### config.mk
export PLATFORM = sky130hd
export DESIGN_NAME = hazard_ctrl
export DESIGN_NICKNAME = d
export VERILOG_FILES = /design/src/rtl/hazard_ctrl.sv
export SDC_FILE = /design/constraint.sdc
export NUM_CORES = 1
export LEC_CHECK = 0
export ABC_AREA = 0
export CELL_PAD_IN_SITES_DETAIL_PLACEMENT = 0
export CELL_PAD_IN_SITES_GLOBAL_PLACEMENT = 1
export CORE_MARGIN = 2
export CORE_UTILIZATION = 41
export DETAILED_ROUTE_END_ITERATION = 10
export GPL_TIMING_DRIVEN = 0
export PLACE_DENSITY = 0.91
export SLEW_MARGIN = 20
export SYNTH_ARGS = -nofsm -noshare
export SYNTH_HDL_FRONTEND = slang
export SYNTH_SLANG_ARGS = --single-unit
### constraint.sdc
create_clock -name clk -period 2.25 [get_ports clk]
set_input_delay 0.225 -clock clk [delete_from_list [all_inputs] [get_ports clk]]
set_output_delay 0.225 -clock clk [all_outputs]
set_load 0.005 [all_outputs]
### src/rtl/hazard_ctrl.sv
// Stall and operand-bypass controller for the five-stage pipeline.
// Tracks in-flight writes in E/M/W and resolves read hazards for D, E and M.
module hazard_ctrl (
  input  logic       clk,
  input  logic       rst,
  input  logic [4:0] d_rs,
  input  logic [4:0] d_rt,
  input  logic [1:0] d_tuse_rs,
  input  logic [1:0] d_tuse_rt,
  input  logic       d_we,
  input  logic [4:0] d_a3,
  input  logic [1:0] d_tnew,
  output logic       stall,
  output logic [1:0] fwd_rs_d,
  output logic [1:0] fwd_rt_d,
  output logic [1:0] fwd_rs_e,
  output logic [1:0] fwd_rt_e,
  output logic       fwd_rt_m
);

  typedef struct packed {
    logic       we;
    logic [4:0] a3;
    logic [1:0] tnew;
    logic [4:0] rs;
    logic [4:0] rt;
  } rec_t;

  rec_t e_q, m_q, w_q;
  rec_t e_d, m_d, w_d;

  // A stage record only matches a real register it actually writes.
  function automatic logic live(input rec_t r, input logic [4:0] idx);
    return r.we && (r.a3 == idx) && (idx != 5'd0);
  endfunction

  function automatic logic needs_stall(input rec_t e, input rec_t m,
                                       input logic [4:0] idx, input logic [1:0] tuse);
    return (tuse != 2'd3) &&
           ((live(e, idx) && (e.tnew > tuse)) || (live(m, idx) && (m.tnew > tuse)));
  endfunction

  function automatic logic [1:0] sel_d(input rec_t e, input rec_t m, input rec_t w,
                                       input logic [4:0] idx);
    if (live(e, idx) && (e.tnew == 2'd0))      return 2'd1;
    else if (live(m, idx) && (m.tnew == 2'd0)) return 2'd2;
    else if (live(w, idx) && (w.tnew == 2'd0)) return 2'd3;
    else                                       return 2'd0;
  endfunction

  function automatic logic [1:0] sel_e(input rec_t m, input rec_t w, input logic [4:0] idx);
    if (live(m, idx) && (m.tnew == 2'd0))      return 2'd2;
    else if (live(w, idx) && (w.tnew == 2'd0)) return 2'd3;
    else                                       return 2'd0;
  endfunction

  always_comb begin
    stall    = needs_stall(e_q, m_q, d_rs, d_tuse_rs) | needs_stall(e_q, m_q, d_rt, d_tuse_rt);
    fwd_rs_d = sel_d(e_q, m_q, w_q, d_rs);
    fwd_rt_d = sel_d(e_q, m_q, w_q, d_rt);
    fwd_rs_e = sel_e(m_q, w_q, e_q.rs);
    fwd_rt_e = sel_e(m_q, w_q, e_q.rt);
    fwd_rt_m = live(w_q, m_q.rt);
  end

  // Records advance every cycle; a stalled D instruction is replaced by a bubble in E.
  always_comb begin
    w_d      = m_q;
    w_d.tnew = 2'd0;
    m_d      = e_q;
    m_d.tnew = (e_q.tnew == 2'd0) ? 2'd0 : e_q.tnew - 2'd1;
    e_d      = '0;
    if (!stall) begin
      e_d.we   = d_we;
      e_d.a3   = d_a3;
      e_d.tnew = d_tnew;
      e_d.rs   = d_rs;
      e_d.rt   = d_rt;
    end
  end

  always_ff @(posedge clk) begin
    if (rst) begin
      e_q <= '0;
      m_q <= '0;
      w_q <= '0;
    end else begin
      e_q <= e_d;
      m_q <= m_d;
      w_q <= w_d;
    end
  end

  // Source indices beyond the stage that consumes them are carried but never compared.
  logic unused_fields;
  assign unused_fields = ^{m_q.rs, w_q.rs, w_q.rt};

endmodule
==> flow_metrics.py <==
metrics = {
    "synthesis": {
        "syn_avg_cell_area_sq_um": 8.92,
        "ys_seq_area_frac": 0.326,
        "synth_largest_area_cell": "dfxtp_1",
        "yosys_register_bits": 37,
        "ys_warn_count": 0,
        "synth_area_leaders": "dfxtp_1 (33%), xnor2_1 (15%), o311ai_0 (6.9%)",
        "synth-main-ff-cell": "dfxtp_1",
        "syn_nets": 288,
        "synth.distinct_cells": 34,
        "synth_edf_count": 0,
        "syn_inst": 255,
        "synthArstFlopShare": 0,
        "synthesis.area_sq_um": 2270,
        "synth_top_area_share": 0.326,
    },
    "timing": {
        "layout_setup_ws_ps": -29.0,
        "maxSlewViolCount": 0,
        "layout_min_cycle_time_ps": 2280,
        "hold_ws_ps": 277,
        "slew_headroom": 0.697,
        "finalCritPeriodShare": 1.01,
        "max_freq_ghz": 0.439,
        "tns_ps": -29.0,
        "hold_viol_final": 0,
        "setup_viol": 1,
        "worst_clock_skew_ps": 8.17,
        "rsz0062_at_grt": "true",
        "tightest_slew_ps": 455,
    },
    "worst_setup_path": {
        "path_class": "input pin to primary output",
        "cpMaxStageDelayCell": "or4_1",
        "path_max_fanout": 10,
        "required_ps": 2030,
        "cp_num_buf_inv": 2,
        "crit_family": "simple AND/OR/NAND/NOR gates",
        "cp_cell_sequence": "clkdlybuf4s15_2, or4_4, or2_4, and4_4, or4_1, clkbuf_2",
        "startpoint_type": "input pin",
        "crit_path_max_incr_delay_ps": 520,
        "worstPathArrival_ps": 2050,
        "endpoint_kind": "primary output",
    },
    "detailed_routing": {
        "firstDrtPassIters": 4,
        "drc": 0,
        "final_antenna_net_count": 0,
        "drt-vias-per-instance": 5.57,
        "vias": 2050,
        "drt_wl_total_um": 5930,
        "routedWlPerCell_um": 16.1,
        "drt_iter0_markers": 109,
    },
    "power_and_ir_drop": {
        "p_per_area_nw_per_um2": 539,
        "p_leak_uw": 0.00118,
        "p_seq_frac": 0.455,
        "switchingPower_uw": 434,
        "comb_power_share": 0.183,
        "ir_drop_uv": 283,
        "p_clk_frac": 0.362,
        "sw_frac_of_total": 0.272,
        "power.internal_uw": 1160,
    },
    "status": {
        "outcome": "finished, violations left",
        "violations": "setup timing",
    },
    "floorplan": {
        "die_area_sq_um": 6160,
        "ios": 34,
        "fp-row-count": 27,
        "coreArea_sq_um": 5440,
        "die_y_um": 78.5,
        "die_x_um": 78.5,
        "start_util": 0.418,
    },
    "placed_design": {
        "dpl.cell_count": 358,
        "globalplace.congestion": 0.862,
        "post_dp_cell_area_sq_um": 2670,
        "pre_cts_ws_ps": -940,
        "dp_hpwl_um": 4380,
        "portBuffers": 31,
    },
    "finish": {
        "diodes": 0,
        "finalNonFillerCells": 368,
        "fin_area_sq_um": 2960,
        "drive_gt1_frac": 0.250,
        "final_cell_mix": "xnor2_1 (38), nor4_1 (24), nor2b_1 (23)",
        "area_growth_syn_to_layout_pct": 30.4,
        "final_common_cell": "xnor2_1",
        "num-nets-final": 328,
    },
    "global_routing": {
        "antenna_found_initial": 0,
        "grt_usage": 0.204,
        "grt_max_degree": 14,
        "grt_pass1_wl_um": 9670,
        "overflow": 0,
        "grt_pass1_vias": 2008,
    },
    "flow_run": {
        "timing.max_cap.violations": 0,
    },
    "clocking": {
        "path_clk_slew_ps": 80,
        "cts_tree": "built",
        "holdBufCountCts": 0,
        "cts.sinks": 37,
        "clockBufferDepth": 2,
        "clk-insertion-delay-late_ps": 290,
        "htreeDepth": 2,
        "cts_root_buf": "clkbuf_8",
        "cts-buffers-inserted": 5,
    },
    "hold_path": {
        "min_path_type": "input pin to flip-flop",
    },
}
[tightest hold or removal path: stages]
cell and delay, ps:
buf_2 150, o311ai_0 100, nor4_1 60
[timing repair]
item	in CTS	in global routing
setup endpoints to repair	27	18
gates resized for setup	73	33
buffers inserted	6	9
pin swaps	9	8
[cells by family after synthesis]
| kind of cell | count (synthesis) | synth area share |
|---|---|---|
| XOR/XNOR | 54 | 0.208 |
| AND/OR/NAND/NOR | 92 | 0.246 |
| AO/OA/AOI/OAI | 33 | 0.116 |
| buffers and inverters | 30 | 0.0550 |
| adder cells (fa/ha/maj) | 9 | 0.0495 |
| flip-flops | 37 | 0.326 |
[per-stage QoR]
| step | power (uW) | util |
|---|---|---|
| floorplan | 899 | - |
| global placement | 993 | 0.492 |
| detailed placement | 1000 | 0.492 |
| CTS | 1590 | 0.525 |
| global route | 1680 | 0.545 |
| finish | 1600 | 0.545 |
[layout make-up]
| class | instances | area (sq um) |
|---|---|---|
| Buffer | 11 | 56.3 |
| Timing Repair Buffer | 46 | 395 |
| Clock inverter | 3 | 46.3 |
| Fill cell | 491 | 2470 |
| Clock buffer | 5 | 68.8 |
| Inverter | 6 | 22.5 |
| Sequential cell | 37 | 785 |
| Tap cell | 72 | 90.1 |
| Multi-Input combinational cell | 188 | 1500 |
[metal layers]
| layer | GRT usage | up-vias | wire length [um] |
|---|---|---|---|
| met4 | 0.0684 | 0 | 126 |
| met5 | 0 | - | 0 |
| met2 | 0.341 | 57 | 2910 |
| met1 | 0.266 | 970 | 2600 |
| li1 | - | 1012 | - |
| met3 | 0.0356 | 11 | 293 |
[synthesized netlist by cell type (2+ instances only)]
master    instances
nor2_1            7
or2_2             2
ha_1              9
clkbuf_1         20
o311ai_0         18
inv_1             6
o211ai_1          3
xnor2_1          38
a22oi_1           4
dfxtp_1          37
o21ai_0           2
nor3_1            8
nor2b_1          23
xor2_1           16
nand3_1           3
nor4_1           25
nand4_1           8
nand2_1           4
or4_1             7
[worst paths after layout]
path | startpoint | end | slack, ps | cells past startpoint
setup reg to reg | m_q[10]$_SDFF_PP0_ | e_q[5]$_SDFF_PP0_ | 150 | 8
setup / recovery | d_rt[4] | stall | -30 | 6
hold / removal | d_rt[3] | e_q[3]$_SDFF_PP0_ | 280 | 3
hold reg to reg | e_q[10]$_SDFF_PP0_ | m_q[10]$_SDFF_PP0_ | 410 | 1
[state kept, by name (all words and copies together), names as in the netlist]
signal  flops
m_q        13
w_q         6
e_q        18
[power by group through the flow]
stage,registers [uW],logic [uW],clock network [uW]
after floorplan,721,178,0
after global placement,728,265,0
after detailed placement,729,272,0
after CTS,729,271,586
after global routing,732,323,625
final,728,292,578
No activity file was read; power rests on OpenSTA's default activity.
